### config.mk
export PLATFORM = sky130hd
export DESIGN_NAME = truth_table_sweeper
export DESIGN_NICKNAME = d
export VERILOG_FILES = /design/src/rtl/truth_table_sweeper.sv
export SDC_FILE = /design/constraint.sdc
export NUM_CORES = 1
export LEC_CHECK = 0
export ABC_AREA = 1
export CAP_MARGIN = 25
export CELL_PAD_IN_SITES_DETAIL_PLACEMENT = 0
export CELL_PAD_IN_SITES_GLOBAL_PLACEMENT = 1
export CORE_MARGIN = 3
export CORE_UTILIZATION = 36
export CTS_BUF_LIST = sky130_fd_sc_hd__clkbuf_8 sky130_fd_sc_hd__clkbuf_16
export DETAILED_ROUTE_END_ITERATION = 16
export PLACE_DENSITY = 0.73
export SETUP_SLACK_MARGIN = 0.1
export SYNTH_ARGS = -nofsm -noshare
export SYNTH_HDL_FRONTEND = slang
export SYNTH_SLANG_ARGS = --single-unit
### constraint.sdc
create_clock -name clk -period 1.9 [get_ports clk]
set_clock_uncertainty 0.05 [all_clocks]
set_input_delay 0.19 -clock clk [delete_from_list [all_inputs] [get_ports clk]]
set_output_delay 0.19 -clock clk [all_outputs]
set_load 0.05 [all_outputs]
### src/rtl/truth_table_sweeper.sv
// Exhaustive truth-table checker for a 5-input combinational block: walks every
// {A,B,C,D,E} vector, waits SETTLE cycles, samples Y and tallies mismatches.
module truth_table_sweeper #(
    parameter int          SETTLE      = 4,
    parameter logic [31:0] EXPECT_MASK = 32'h30F0_30F0
) (
    input  logic       clk,
    input  logic       rst_n,
    input  logic       start,
    output logic [4:0] vec_o,
    input  logic       y_i,
    output logic       busy,
    output logic       done,
    output logic       pass,
    output logic [5:0] err_count,
    output logic [4:0] first_fail_vec,
    output logic       first_fail_valid,
    output logic [1:0] state_dbg
);

    localparam logic [1:0] IDLE = 2'd0;
    localparam logic [1:0] HOLD = 2'd1;
    localparam logic [1:0] DONE = 2'd2;

    localparam logic [7:0] SETTLE_LAST = 8'(SETTLE - 1);

    logic [1:0] state;
    logic [7:0] cnt;
    logic       mismatch;
    logic [5:0] err_next;

    // Handshake: start is a level sampled only in IDLE (no ready); busy covers
    // the whole sweep and done is a single-cycle completion pulse.
    always_comb begin
        mismatch = 1'b0;
        err_next = err_count;
        mismatch = (y_i != EXPECT_MASK[vec_o]);
        err_next = err_count + 6'(mismatch);
    end

    assign state_dbg = state;

    always_ff @(posedge clk or negedge rst_n) begin
        if (!rst_n) begin
            state            <= IDLE;
            cnt              <= 8'd0;
            vec_o            <= 5'd0;
            busy             <= 1'b0;
            done             <= 1'b0;
            pass             <= 1'b0;
            err_count        <= 6'd0;
            first_fail_vec   <= 5'd0;
            first_fail_valid <= 1'b0;
        end else begin
            case (state)
                IDLE: begin
                    done <= 1'b0;
                    if (start) begin
                        state            <= HOLD;
                        vec_o            <= 5'd0;
                        cnt              <= 8'd0;
                        busy             <= 1'b1;
                        err_count        <= 6'd0;
                        pass             <= 1'b0;
                        first_fail_valid <= 1'b0;
                        first_fail_vec   <= 5'd0;
                    end
                end
                HOLD: begin
                    if (cnt == SETTLE_LAST) begin
                        if (mismatch) begin
                            err_count <= err_next;
                            if (!first_fail_valid) begin
                                first_fail_vec   <= vec_o;
                                first_fail_valid <= 1'b1;
                            end
                        end
                        cnt <= 8'd0;
                        if (vec_o == 5'd31) begin
                            // pass must include the last vector's own result
                            state <= DONE;
                            busy  <= 1'b0;
                            done  <= 1'b1;
                            vec_o <= 5'd0;
                            pass  <= (err_next == 6'd0);
                        end else begin
                            vec_o <= vec_o + 5'd1;
                        end
                    end else begin
                        cnt <= cnt + 8'd1;
                    end
                end
                DONE: begin
                    done  <= 1'b0;
                    state <= IDLE;
                end
                default: begin
                    state <= IDLE;
                    done  <= 1'b0;
                    busy  <= 1'b0;
                end
            endcase
        end
    end

endmodule

==> impl_metrics.toml <==
[clock_tree]
master_cell_of_the_clock_root_buffer = "clkbuf_8"
cts_buffers = 5
cts_tree = "built"
cts_sinks = 30
ctsLongestPathBuffers = 2
clkTransAtPathRegs_ns = 0.06
clk_latency_ns = 0.28
htree_num_levels = 2

[setup_path]
critical_path.max_stage_delay_ns = 0.83
timing.rr.start = "vec_o[1]"
reg2reg_setup_slack_ns = 0.19
cpMaxStageDelayCell = "clkdlybuf4s50_1"
critical_path.cell_chain = "clkdlybuf4s50_1"
critical_path_class = "flop to output port"
timing.critical_path.max_delay_family = "buffers and inverters"
path_max_fanout = 3
critical_path_capture_point_type = "output port"
worst-endpoint-arrival_ns = 1.51
required_ns = 1.66
timing.critical_path.buf_inv = 1
worstRegToRegCells = 10
regToRegEndpoint = "pass"
cp-start-kind = "flop"

[global_route]
globalRouteTotalUtil = 0.152
first_pass_grt_wire_length_um = 6310
vias_in_the_first_global_route = 1360
grt-ovfl-total = 0
grt_max_degree = 31
number_of_antenna_violations_at_the_first_check_in_global_routing = 0

[die]
initial_core_util = 0.378
core-area_sq_um = 4380
io-pin-count = 26
die_x_um = 73.8
chipHeight_um = 73.8
die_area_sq_um = 5450
placementRows = 24

[hold_path]
worst_hold_check_path_type = "input pin to async pin"

[detailed_routing]
route.final.wire_length_um = 3630
vias_per_cell = 4.94
drt-wirelength-per-cell_um = 12.7
num_vias = 1408
final_antenna_net_count = 0
drt_pass1_iterations = 4
detailedRoute.firstIterationViolations = 57
remaining_drc_errors = 0

[sta]
transition_at_the_pin_with_the_smallest_max_transition_slack_ns = 0.513
maxSlewViolCount = 0
min_period_ns = 1.75
setup_total_negative_slack_ns = 0
max_slew_margin = 0.657
max_freq_mhz = 570
setup_viol_count_final = 0
min_period_over_period = 0.923
unrepaired_setup_endpoints_after_global_routing = "yes"
report.final.hold_viol_count = 0

[synth]
synth-seq-cells = 30
synthDominantAreaCellType = "dfrtp_1"
synth_edf_count = 0
synth_area_per_cell_sq_um = 8.50
postSynth.asyncResetShare = 1.00
syn-num-nets = 204
ys_types = 31
netlist_top_cells_area = "dfrtp_1 45%, nand2_1 12%, nor2_1 4.5%"
post_synth_inst_count = 195
yosysWarningCount = 0
ys_dominant_reg_cell = "dfrtp_1"
yosys.area.top_type_share = 0.453
syn-cell-area_sq_um = 1660
synth.most_common_cell = "nand2_1"
synthTopCellsByCount = "54 x nand2_1, 30 x dfrtp_1, 20 x nor2_1, 18 x inv_1, 12 x nand3_1"
synth_seq_area_share = 0.453

[power_and_ir_drop]
switching_power_uw = 357
power.sequential.fraction = 0.517
comb_power_frac = 0.102
p_leak_nw = 1.03
clockPowerShare = 0.381
power_density_nw_per_um2 = 641
swShare = 0.261
max_rail_drop_vdd_uv = 286
internal_power_mw = 1.01

[layout]
drive_above_1_share = 0.206
flow.area_growth_from_synthesis_pct = 29.0
antenna_cells = 0
fill_cell_count = 432
nNetsFinal = 241
final_design_area_no_fill_sq_um = 2140

[job]
max_cap_violations = 0

[run_status]
outcome = "finished clean"

[place]
place_area_sq_um = 2010
gp_congestion = 0.831
dpl.hpwl_um = 2710
io_buffers = 25
[final cells by class]
cell class	count	area, sq um	area share
clock inverters	2	7.51	0.00351
multi-input cells	141	846	0.396
well taps	52	65.1	0.0304
inverters	23	88.8	0.0416
clock buffers	6	82.6	0.0386
repair buffers	31	292	0.136
flip-flops and latches	30	756	0.354
[worst max path at each step]
stage,from,endpoint,cells past startpoint
after floorplan,vec_o[3],pass,9
after global placement,y_i,pass,10
after detailed placement,y_i,pass,11
after CTS,vec_o[2],vec_o[2],1
after global routing,vec_o[1],pass,11
final,err_count[0],err_count[0],1
[metal layers]
| layer | vias to the layer above | GRT usage | share of wire |
|---|---|---|---|
| met5 | - | 0 | 0 |
| met3 | 5 | 0.0369 | 0.038 |
| met1 | 666 | 0.195 | 0.47 |
| met2 | 29 | 0.248 | 0.48 |
| met4 | 0 | 0.0483 | 0.015 |
| li1 | 708 | - | - |
[per-stage QoR]
step / cells / utilization / hold slack [ns] / worst slack (ns) / power, mW
after detailed placement: 274 / 0.459 / 0.416 / 0.0290 / 0.858
after floorplan: 195 / - / -0.156 / 0.0749 / 0.812
after global routing: 285 / 0.487 / 0.283 / 0.0604 / 1.45
after CTS: 282 / 0.479 / 0.260 / 0.107 / 1.39
after global placement: 274 / 0.459 / 0.409 / 0.0580 / 0.855
final: 285 / 0.487 / 0.248 / 0.146 / 1.37
[power by group through the flow]
| stage | combinational (mW) | clock (mW) | sequential (mW) |
|---|---|---|---|
| detailed placement | 0.139 | 0 | 0.719 |
| global placement | 0.138 | 0 | 0.717 |
| global route | 0.162 | 0.569 | 0.715 |
| finish | 0.140 | 0.522 | 0.709 |
| floorplan | 0.0961 | 0 | 0.716 |
| CTS | 0.140 | 0.548 | 0.707 |
[cell families after synthesis]
kind of cell,Yosys count,synth area share
compound gates,23,0.0929
xor+xnor,3,0.0159
fa+ha+maj,5,0.0378
buf+inv,24,0.0604
flops,30,0.453
simple gates,110,0.340
[placed cells by master, fill, tap and decap left out, types with 2 or more instances in the layout]
cell,Yosys,final
a21oi_1,3,3
buf_4,0,8
clkbuf_8,0,6
clkdlybuf4s50_1,0,18
dfrtp_1,30,26
dfrtp_2,0,4
dlygate4sd2_1,0,3
dlymetal6s2s_1,0,2
ha_1,5,3
ha_4,0,2
inv_1,18,19
inv_2,4,5
nand2_1,54,50
nand2_2,2,6
nand3_1,12,11
nand3_2,3,4
nand3_4,2,2
nand4_1,5,5
nand4_2,2,2
nor2_1,20,20
nor3_1,4,4
o21ai_0,9,9
o21ai_1,5,5
xor2_1,3,3
[what timing repair did]
item,CTS,global route
hold buffers,0,0
resized for setup,3,5
setup endpoints to repair,3,3
endpoints found under the hold margin,0,0
buffers inserted,0,3
pin swaps,0,7
[registers in the layout, indices dropped and copies added (netlist names)]
| signal | cells |
|---|---|
| cnt | 8 |
| err_count | 6 |
| first_fail_vec | 5 |
| vec_o | 5 |
| state_dbg | 2 |
| busy | 1 |
| done | 1 |
| first_fail_valid | 1 |
| pass | 1 |
(Power assumes the default switching activity.)
